[src/rtl/e_tuple_delay_pkg.sv]
// Shared defaults and helpers for the parametrised tuple delay line.
// Holds default field widths and depth, the occupancy-counter width helper,
// and the stage record layout {valid, data} for the default tuple width.
package e_tuple_delay_pkg;

  localparam int DEF_A_W   = 4;
  localparam int DEF_B_W   = 4;
  localparam int DEF_DEPTH = 3;

  // Width of a counter that must hold 0..depth inclusive.
  function automatic int occ_width(input int depth);
    return $clog2(depth + 1);
  endfunction

  // One stage of the line at default widths: valid bit above the packed tuple.
  typedef struct packed {
    logic                       valid;
    logic [DEF_A_W+DEF_B_W-1:0] data;
  } stage_t;

endpackage

[src/rtl/e_delay_stage.sv]
// One delay stage: registered data word plus valid bit.
// Latency: 1 cycle. Backpressure: stall_i freezes data and valid; flush_i
// clears valid (even while stalled) and leaves data on its normal path.
// Ports: clk_i/rst_n_i (async active-low), stall_i, flush_i, data_i/valid_i in,
//        data_o/valid_o registered out.
module e_delay_stage #(
  parameter int W = 8
) (
  input  logic         clk_i,
  input  logic         rst_n_i,
  input  logic         stall_i,
  input  logic         flush_i,
  input  logic [W-1:0] data_i,
  input  logic         valid_i,
  output logic [W-1:0] data_o,
  output logic         valid_o
);

  // Same {valid, data} layout as the package stage_t, sized for this instance.
  typedef struct packed {
    logic         valid;
    logic [W-1:0] data;
  } rec_t;

  rec_t rec_q, rec_d;

  always_comb begin
    rec_d = rec_q;
    if (!stall_i) begin
      rec_d.data  = data_i;
      rec_d.valid = valid_i;
    end
    // Flush overrides stall for the valid bit only; data keeps its hold/load.
    if (flush_i) begin
      rec_d.valid = 1'b0;
    end
  end

  always_ff @(posedge clk_i or negedge rst_n_i) begin
    if (!rst_n_i) begin
      rec_q <= '0;
    end else begin
      rec_q <= rec_d;
    end
  end

  assign data_o  = rec_q.data;
  assign valid_o = rec_q.valid;

endmodule

[src/rtl/e_tuple_delay_n.sv]
// DEPTH-stage delay line for a 2-tuple {input1_i, input2_i} with output valid.
// Latency: DEPTH unstalled edges. Backpressure: stall_i freezes all stages,
// flush_i drops every in-flight valid (including the tuple being captured).
// Ports: clk_i, rst_n_i (async active-low), input1_i/input2_i/in_valid_i,
//        stall_i, flush_i, output__ (unmasked data), out_valid_o,
//        occ_o (valid-stage count, only when E_TUPLE_DELAY_OCC_EN is defined).
module e_tuple_delay_n
  import e_tuple_delay_pkg::*;
#(
  parameter int A_W   = DEF_A_W,
  parameter int B_W   = DEF_B_W,
  parameter int DEPTH = DEF_DEPTH
) (
  input  logic               clk_i,
  input  logic               rst_n_i,
  input  logic [A_W-1:0]     input1_i,
  input  logic [B_W-1:0]     input2_i,
  input  logic               in_valid_i,
  input  logic               stall_i,
  input  logic               flush_i,
  output logic [A_W+B_W-1:0] output__,
  output logic               out_valid_o
`ifdef E_TUPLE_DELAY_OCC_EN
  ,
  output logic [occ_width(DEPTH)-1:0] occ_o
`endif
);

  localparam int W = A_W + B_W;

  if (DEPTH < 1) begin : g_bad_depth
    $error("e_tuple_delay_n: DEPTH must be at least 1");
  end

  // Element k feeds stage k; element DEPTH is the last stage's output.
  logic [W-1:0] dat_chain [DEPTH+1];
  logic         vld_chain [DEPTH+1];

  assign dat_chain[0] = {input1_i, input2_i};
  assign vld_chain[0] = in_valid_i;

  for (genvar k = 0; k < DEPTH; k++) begin : g_stage
    e_delay_stage #(
      .W(W)
    ) u_stage (
      .clk_i   (clk_i),
      .rst_n_i (rst_n_i),
      .stall_i (stall_i),
      .flush_i (flush_i),
      .data_i  (dat_chain[k]),
      .valid_i (vld_chain[k]),
      .data_o  (dat_chain[k+1]),
      .valid_o (vld_chain[k+1])
    );
  end

  assign output__    = dat_chain[DEPTH];
  assign out_valid_o = vld_chain[DEPTH];

`ifdef E_TUPLE_DELAY_OCC_EN
  localparam int OW = occ_width(DEPTH);

  logic [OW-1:0] occ_q, occ_d;

  // Tracks the popcount of stage valids incrementally: one enters at stage 0,
  // one leaves from the last stage, flush empties everything.
  always_comb begin
    occ_d = occ_q;
    if (flush_i) begin
      occ_d = '0;
    end else if (!stall_i) begin
      occ_d = occ_q + OW'(in_valid_i) - OW'(out_valid_o);
    end
  end

  always_ff @(posedge clk_i or negedge rst_n_i) begin
    if (!rst_n_i) begin
      occ_q <= '0;
    end else begin
      occ_q <= occ_d;
    end
  end

  assign occ_o = occ_q;
`endif

endmodule

[config.mk]
export PLATFORM = sky130hd
export DESIGN_NAME = e_tuple_delay_n
export DESIGN_NICKNAME = d
export VERILOG_FILES = /design/src/rtl/e_tuple_delay_pkg.sv /design/src/rtl/e_delay_stage.sv /design/src/rtl/e_tuple_delay_n.sv
export SDC_FILE = /design/constraint.sdc
export NUM_CORES = 1
export LEC_CHECK = 0
export ABC_AREA = 1
export CAP_MARGIN = 20
export CORE_ASPECT_RATIO = 0.5
export CORE_MARGIN = 3
export CORE_UTILIZATION = 40
export DETAILED_ROUTE_END_ITERATION = 10
export GPL_ROUTABILITY_DRIVEN = 0
export GPL_TIMING_DRIVEN = 1
export HOLD_SLACK_MARGIN = 0.05
export PLACE_DENSITY_LB_ADDON = 0.1
export SLEW_MARGIN = 40
export SYNTH_ARGS = -nofsm -noshare
export SYNTH_HDL_FRONTEND = slang
export SYNTH_SLANG_ARGS = --single-unit
[constraint.sdc]
create_clock -name clk_i -period 0.8 [get_ports clk_i]
set_input_delay 0.08 -clock clk_i [delete_from_list [all_inputs] [get_ports clk_i]]
set_output_delay 0.08 -clock clk_i [all_outputs]
set_load 0.02 [all_outputs]
==> flow_summary.json, run 1 <==
{
  "status": "finished with violations",
  "violations": "negative setup slack",
  "detail-route-antenna-nets": 0,
  "critPathCaptureType": "output pin",
  "fin_util_pct": 54.4,
  "ys_types": 10,
  "max_cap_violations": 0,
  "ff2ff_path_depth": 4,
  "synth_area_leader_cell": "dfrtp_1",
  "ios": 22,
  "clock-root-buffer": "clkbuf_8",
  "coreArea_um2": 2720,
  "synth_ff_type": "dfrtp_1",
  "setup_viol": 10,
  "place_area_um2": 1390,
  "worstHoldPathCells": 3,
  "cts_buffers": 3,
  "die_area_um2": 3740,
  "synth_area_per_cell_um2": 9.69,
  "antenna_found_initial": 0,
  "hp-start": "stall_i",
  "rsz0062_at_grt": "yes",
  "die-width_um": 83.5,
  "drive_gt1_share_pct": 26.1,
  "wl_mm": 1.56,
  "firstDrtPassIters": 4,
  "fin_ws_ns": -0.0838,
  "area_growth_syn_to_layout_pct": 23.0,
  "pre_cts_ws_ns": -0.212,
  "synth_edf_count": 0,
  "regArea_um2": 676,
  "async_flop_share_pct": 100,
  "period_needed_ns": 0.884,
  "die_y_um": 44.8,
  "synth_nets": 137,
  "p_leak_nw": 0.749,
  "start_util_pct": 44.2,
  "hp-class": "input pin to flip-flop",
  "path_cells": "buf_6",
  "grt_pass1_vias": 667,
  "synth-seq-cells": 27,
  "vias_per_cell": 4.15,
  "cp_slowest_cell": "dfrtp_1",
  "r2r_start": "g_stage[2].u_stage.data_o[2]",
  "hold_violations": 0,
  "multi_input_area_um2": 309,
  "clock-sinks": 27,
  "fillers": 268,
  "clk_pin_slew_ns": 0.09,
  "worstPathArrival_ns": 0.80,
  "syn_inst": 124,
  "skew_ns": 0.00308,
  "routed-via-count": 742,
  "crit_family": "flip-flops",
  "r2r_end": "g_stage[2].u_stage.data_o[2]",
  "slowest_delay_ns": 0.40,
  "tightestPinTransition_ns": 0.180,
  "clk_path_buf_depth": 2,
  "slew_violations": 0,
  "diodes": 0,
  "cp.required_ns": 0.72,
  "ys_warn_count": 0,
  "rows": 13,
  "path_max_fanout": 2,
  "htree_levels": 1,
  "rrSetupSlack_ns": -0.05,
  "ys_top_cells_by_area": "dfrtp_1, o21ai_2, nand2_1",
  "clock.fmax_mhz": 1130,
  "grt_max_degree": 28,
  "synthTopCellsByCount": "nand2_1, dfrtp_1, inv_1",
  "yosysTopAreaCellShare_pct": 56.3,
  "p_per_area_nw_per_um2": 1940,
  "irDropWorstVdd_uv": 1120,
  "drc": 0,
  "final_nets": 156,
  "path_class": "flip-flop to output pin",
  "grt_pass1_wl_mm": 2.91,
  "critPathBufInv": 1,
  "whs_ns": 0.143,
  "dr.first_iter.drc_count": 21,
  "ys_seq_area_share_pct": 56.3,
  "io_buffers": 21,
  "fin_crit_sh_pct": 110,
  "postCtsHoldBufs": 0,
  "track_usage_pct": 9.93,
  "yosysMostFrequentCell": "nand2_1",
  "wl_per_cell_um": 8.74,
  "synthesis.area_um2": 1200,
  "cp-start-kind": "flip-flop",
  "final_area_um2": 1480,
  "insertion_delay_ns": 0.26,
  "hpwl_mm": 1.07,
  "relSlewSlack_pct": 88.0,
  "min_to": "g_stage[1].u_stage.valid_o",
  "grt-ovfl-total": 0,
  "cts_tree": "done"
}
-- area by class of cell --
cell class	count	share of cell area, %
sequential	27	45.7
multi-input combinational	58	20.9
timing repair buffer	28	20.7
inverter	25	6.35
tap	37	3.13
clock buffer	3	2.79
clock inverter	1	0.339
-- metrics by stage --
step | std cells | TNS (ns) | power (mW)
2_1_floorplan | 124 | 0 | 1.96
3_3_place_gp | 172 | -1.97 | 2.11
3_5_place_dp | 172 | -2.02 | 2.12
4_1_cts | 177 | -0.812 | 2.91
5_1_grt | 179 | -1.08 | 3.05
6_report | 179 | -0.721 | 2.87
-- metal layers --
metal  part of all wire (%)  vias up  global-route usage (%)
li1                       -      404                       -
met1                     51      322                    12.7
met2                     42       14                    15.6
met3                    5.7        2                    5.10
met4                   0.51        0                    1.92
met5                      0        -                       0
-- worst max-delay path by stage --
stage                                       startpoint                          to  slack, ns  cells past startpoint
after CTS                 g_stage[2].u_stage.data_o[3]                 output__[3]       -0.1                      1
after global placement    g_stage[2].u_stage.data_o[3]                 output__[3]      -0.21                      1
final                     g_stage[2].u_stage.data_o[3]                 output__[3]      -0.08                      1
after detailed placement  g_stage[2].u_stage.data_o[3]                 output__[3]      -0.21                      1
after floorplan             g_stage[2].u_stage.valid_o  g_stage[2].u_stage.valid_o       0.10                      2
after global routing      g_stage[2].u_stage.data_o[3]                 output__[3]      -0.12                      1
-- sequential cells by signal, indices dropped and copies added, names as in the netlist --
register / cells
g_stage.u_stage.valid_o: 3
g_stage.u_stage.data_o: 24
-- layout by cell type, fill, tap and decap left out, drive strengths merged --
cell           count
inv               25
clkbuf             3
buf               17
clkdlybuf4s50     11
o21ai             24
nand2             30
dfrtp             27
nand3              3
nor2               1
clkinv             1
-- power by group --
group	leakage, nW	switching [mW]	internal [mW]	total [mW]
combinational	0.383	0.265	0.294	0.559
sequential	0.340	0.0747	1.50	1.57
clock	0.0255	0.392	0.348	0.740
-- tightest hold or removal path, delay by kind of cell --
kind / cells / cell delay (ns)
buffers and inverters: 1 / 0.15
and+or+nand+nor: 2 / 0.14
-- repair_timing --
action / CTS / global route
buffers inserted: 1 / 2
cloned: 0 / 0
resized for setup: 54 / 2
setup endpoints to repair: 9 / 9
-- cells by family (layout without fill, tap and decap cells) --
kind of cell / count (synthesis) / after routing / share of synthesized area (%)
flip-flops: 27 / 27 / 56.3
AO/OA/AOI/OAI: 24 / 24 / 14.4
buffers and inverters: 39 / 57 / 18.4
AND/OR/NAND/NOR: 34 / 34 / 10.9
Note: power is estimated with default switching activity, not from simulation.
==> inputs of run 2 (changes only) <==
CORE_UTILIZATION = 25   (was 40)
==> run 2 against run 1 <==
  * The flow still finishes with violations (negative setup slack)
  * Total power grew 2.5%
  * Core utilization decreased by 20 points
  * Hold slack better by 0.0093 ns
  * Fmax about the same
==> flow_summary.json, run 2 (same netlist as run 1, synthesis figures left out) <==
{
  "cp.required_ns": 0.72,
  "grt-ovfl-total": 0,
  "antenna_found_initial": 0,
  "fin_ws_ns": -0.0835,
  "coreArea_um2": 4510,
  "io_buffers": 21,
  "area_growth_syn_to_layout_pct": 28.1,
  "fin_crit_sh_pct": 110,
  "path_class": "flip-flop to output pin",
  "clock-root-buffer": "clkbuf_8",
  "instances_no_fill": 212,
  "start_util_pct": 26.6,
  "place_area_um2": 1420,
  "internal-power_mw": 2.17,
  "cts_buffers": 3,
  "hold_violations": 0,
  "fin_tns_setup_ns": -0.701,
  "clock.fmax_mhz": 1130,
  "final_nets": 160,
  "r2r_start": "g_stage[2].u_stage.data_o[4]",
  "max_cap_violations": 0,
  "rsz0062_at_grt": "yes",
  "firstDrtPassIters": 4,
  "crit_family": "flip-flops",
  "clkPwrFrac_pct": 26.4,
  "dp_cells": 200,
  "die-width_um": 104,
  "die_area_um2": 5720,
  "hpwl_mm": 1.18,
  "crit_cells": 1,
  "power_mw": 2.94,
  "detail-route-antenna-nets": 0,
  "path_cells": "buf_6",
  "postCtsHoldBufs": 0,
  "p_per_area_nw_per_um2": 1910,
  "ios": 22,
  "final_cell_mix": "nand2_1, dfrtp_1, inv_1",
  "final_common_cell": "nand2_1",
  "whs_ns": 0.152,
  "setup_viol": 9,
  "r2r_end": "g_stage[2].u_stage.data_o[4]",
  "clk_path_buf_depth": 2,
  "drive_gt1_share_pct": 26.7,
  "wl_mm": 1.74,
  "final_area_um2": 1540,
  "routed-via-count": 711,
  "switching_power_mw": 0.774,
  "slowest_delay_ns": 0.40,
  "drc": 0,
  "worstPathArrival_ns": 0.80,
  "combPwrFrac_pct": 20.2,
  "seq_power_share_pct": 53.4,
  "vias_per_cell": 3.35,
  "fillers": 486,
  "cp_slowest_cell": "dfrtp_1",
  "rrSetupSlack_ns": 0.05,
  "netSwitchingFraction_pct": 26.3,
  "dr.first_iter.drc_count": 11,
  "htree_levels": 1,
  "violations": "negative setup slack",
  "irDropWorstVdd_uv": 638,
  "cts_tree": "done",
  "fin_util_pct": 34.1,
  "largest_register_ffs": 24,
  "diodes": 0,
  "critPathCaptureType": "output pin",
  "wl_per_cell_um": 8.20,
  "critPathBufInv": 1,
  "slew_violations": 0,
  "cp-start-kind": "flip-flop",
  "insertion_delay_ns": 0.27,
  "die_y_um": 55.0,
  "skew_ns": 0.00156,
  "rows": 17,
  "clock-sinks": 27,
  "grt_pass1_wl_mm": 2.95,
  "relSlewSlack_pct": 87.0,
  "grt_pass1_vias": 622,
  "hp-class": "input pin to async pin",
  "pre_cts_ws_ns": -0.225,
  "status": "finished with violations",
  "grt_max_degree": 32,
  "tightestPinTransition_ns": 0.195,
  "period_needed_ns": 0.884,
  "track_usage_pct": 6.62,
  "ff2ff_path_depth": 3,
  "path_max_fanout": 2,
  "p_leak_nw": 0.768,
  "clk_pin_slew_ns": 0.09
}
[run 2: changes by cell type in the layout (fill, tap and decap cells not counted)]
cell     before  now
nand2_2       2    0
buf_4         4    8
nand2_1      28   30
[run 2: final cells by class]
cell class                 count  area [um^2]  share of cell area [%]
multi-input combinational     58          304                    19.8
clock inverter                 1         5.00                   0.325
sequential                    27          676                    43.9
inverter                      25         93.8                    6.10
timing repair buffer          32          337                    21.9
tap                           66         82.6                    5.37
clock buffer                   3         41.3                    2.68
[run 2: power groups by stage]
stage / logic [mW] / clock network [mW] / registers, mW
floorplan: 0.380 / 0 / 1.58
global placement: 0.520 / 0 / 1.59
detailed placement: 0.524 / 0 / 1.59
CTS: 0.600 / 0.825 / 1.57
global route: 0.662 / 0.864 / 1.59
finish: 0.595 / 0.776 / 1.57
[run 2: worst max path at each step]
stage                                            end                    startpoint  slack (ns)
final                                    output__[0]  g_stage[2].u_stage.data_o[0]       -0.08
after global placement                   output__[4]  g_stage[2].u_stage.data_o[4]       -0.20
after global routing                     output__[3]  g_stage[2].u_stage.data_o[3]       -0.13
after CTS                                output__[4]  g_stage[2].u_stage.data_o[4]       -0.11
after floorplan           g_stage[2].u_stage.valid_o    g_stage[2].u_stage.valid_o        0.10
after detailed placement                 output__[4]  g_stage[2].u_stage.data_o[4]       -0.23
[run 2: per-layer routing]
layer / vias to the layer above / GRT usage (%) / part of all wire (%)
met1: 290 / 9.59 / 54
met4: 0 / 1.32 / 0
met5: - / 0 / 0
met3: 0 / 2.78 / 4.2
li1: 410 / - / -
met2: 11 / 9.03 / 41
[run 2: timing repair]
item                                    4_1_cts  5_1_grt
setup buffers                                 7        1
resized for setup                            54        0
endpoints found under the setup margin        9        9
==> inputs of run 3 (changes only) <==
ABC_AREA = not set   (was 1)
DONT_BUFFER_PORTS = 1   (was not set)
==> run 3 against run 2 <==
  * The run ends with negative hold slack, negative setup slack left
  * Combinational power is 27% higher
  * Largest cell class unchanged
  * Clock skew fell by 0.0010 ns
  * Cell count is 33% lower
  * Setup slack got worse by 0.0071 ns
  * Register-to-register slack worse by 0.14 ns
  * Synthesized area shrank 3.2%
==> flow_summary.json, run 3 <==
{
  "skew_ns": 0.000561,
  "tightestPinTransition_ns": 0.142,
  "status": "finished with violations",
  "dr.first_iter.drc_count": 3,
  "largest_register_ffs": 24,
  "power_mw": 3.17,
  "clock-root-buffer": "clkbuf_8",
  "io_buffers": 0,
  "clock-sinks": 27,
  "track_usage_pct": 6.91,
  "worstPathArrival_ns": 1.05,
  "grt_pass1_vias": 614,
  "relSlewSlack_pct": 90.3,
  "drive_gt1_share_pct": 48.9,
  "postCtsHoldBufs": 12,
  "p_per_area_nw_per_um2": 2190,
  "vias_per_cell": 4.06,
  "fin_crit_sh_pct": 111,
  "grt_pass1_wl_mm": 2.86,
  "cp.required_ns": 0.96,
  "wl_mm": 1.68,
  "clk_pin_slew_ns": 0.09,
  "final_cell_mix": "dfrtp_1, mux2_4, buf_6",
  "rows": 16,
  "area_growth_syn_to_layout_pct": 24.9,
  "ys_types": 8,
  "period_needed_ns": 0.891,
  "irDropWorstVdd_uv": 649,
  "insertion_delay_ns": 0.26,
  "clock.fmax_mhz": 1120,
  "synth-seq-cells": 27,
  "fin_ws_ns": -0.0906,
  "critPathCaptureType": "flip-flop",
  "path_class": "flip-flop to flip-flop",
  "fillers": 414,
  "antenna_found_initial": 0,
  "die-width_um": 102,
  "grt_max_degree": 28,
  "coreArea_um2": 4180,
  "final_common_cell": "dfrtp_1",
  "firstDrtPassIters": 2,
  "synth_area_leader_cell": "dfrtp_1",
  "path_cells": "buf_4, mux2_4",
  "start_util_pct": 27.8,
  "synth_nets": 81,
  "multi_input_area_um2": 375,
  "yosysTopAreaCellShare_pct": 58.1,
  "path_max_fanout": 2,
  "cts_tree": "done",
  "diodes": 0,
  "ios": 22,
  "die_area_um2": 5550,
  "slew_violations": 0,
  "instances_no_fill": 142,
  "slowest_delay_ns": 0.40,
  "hp-class": "input pin to flip-flop",
  "detail-route-antenna-nets": 0,
  "wl_per_cell_um": 11.8,
  "drc": 0,
  "violations": "negative hold slack, negative setup slack",
  "fin_util_pct": 34.7,
  "grt-ovfl-total": 0,
  "die_y_um": 54.2,
  "cp_slowest_cell": "dfrtp_1",
  "rsz0062_at_grt": "yes",
  "max_cap_violations": 0,
  "synth_area_per_cell_um2": 17.1,
  "async_flop_share_pct": 100,
  "yosysMostFrequentCell": "dfrtp_1",
  "routed-via-count": 576,
  "regArea_um2": 676,
  "final_nets": 102,
  "cp-start-kind": "flip-flop",
  "cts_buffers": 3,
  "dp_cells": 120,
  "synth_edf_count": 0,
  "ys_warn_count": 0,
  "synthTopCellsByCount": "dfrtp_1, mux2_4, buf_4",
  "synthesis.area_um2": 1160,
  "clk_path_buf_depth": 2,
  "synth_ff_type": "dfrtp_1",
  "ys_top_cells_by_area": "dfrtp_1, mux2_4, mux2_2",
  "setup_viol": 15,
  "syn_inst": 68,
  "pre_cts_ws_ns": 0.0405,
  "ys_seq_area_share_pct": 58.1,
  "hold_violations": 23,
  "p_leak_nw": 0.677,
  "htree_levels": 1,
  "whs_ns": -0.0292
}
-- run 3: changes by cell type in the layout (fill, tap and decap cells not counted), sizes merged, moves of 2 or more --
cell	change
o21ai	-24
mux2i	+3
nand3	-3
nand2	-30
inv	-25
mux2	+24
buf	-5
dlygate4sd3	+11
clkdlybuf4s50	-11
nor2	+2
-- run 3: power by group --
part / internal, mW / switching [mW]
Sequential: 1.55 / 0.116
Combinational: 0.518 / 0.237
Clock: 0.356 / 0.394
-- run 3: cell type report --
cell class | count | area share [%]
clock buffers | 4 | 3.10
multi-input cells | 30 | 25.9
flip-flops and latches | 27 | 46.6
well taps | 54 | 4.66
repair buffers | 27 | 19.8
-- run 3: worst paths after layout --
check / start / slack [ns] / to / cells past startpoint
max: g_stage[2].u_stage.data_o[3] / -0.09 / g_stage[2].u_stage.data_o[3] / 2
min: stall_i / -0.03 / g_stage[0].u_stage.data_o[6] / 1
max reg2reg: g_stage[2].u_stage.data_o[3] / -0.09 / g_stage[2].u_stage.data_o[3] / 2
min reg2reg: g_stage[1].u_stage.data_o[6] / 0.51 / g_stage[2].u_stage.data_o[6] / 1
max in group asynchronous: rst_n_i / 0.41 / g_stage[1].u_stage.data_o[6] / 2
min in group asynchronous: rst_n_i / 0.24 / g_stage[1].u_stage.data_o[7] / 2
-- run 3: repair_timing --
| action | in CTS | in global routing |
|---|---|---|
| pin swaps | 0 | 1 |
| buffers inserted | 6 | 0 |
| endpoints found under the hold margin | 54 | 26 |
| endpoints found under the setup margin | 9 | 16 |
| gates resized for setup | 9 | 3 |
-- run 3: cell families (layout without fill, tap and decap cells) --
group | Yosys count | count (layout) | share of synthesized area, %
DFF | 27 | 27 | 58.1
and+or+nand+nor | 3 | 3 | 0.969
muxes | 27 | 27 | 31.3
buffers and inverters | 11 | 31 | 9.58
-- run 3: stage by stage --
stage | setup TNS [ns] | cell area (um^2)
after floorplan | 0 | 1160
after global placement | 0 | 1190
after detailed placement | 0 | 1190
after CTS | -1.33 | 1440
after global routing | -1.73 | 1450
final | -1.23 | 1450
-- run 3: worst max-delay path, delay by kind of cell (launching register included) --
family	cells	cell delay, ns
buffers and inverters	1	0.14
multiplexers	1	0.24
flip-flops	1	0.40
-- run 3: layer usage --
metal	vias to the layer above	part of all wire, %	global-route usage (%)
met1	296	45	8.24
li1	265	-	-
met3	2	6.3	3.18
met2	13	48	11.4
met4	0	0.48	1.96
met5	-	0	0
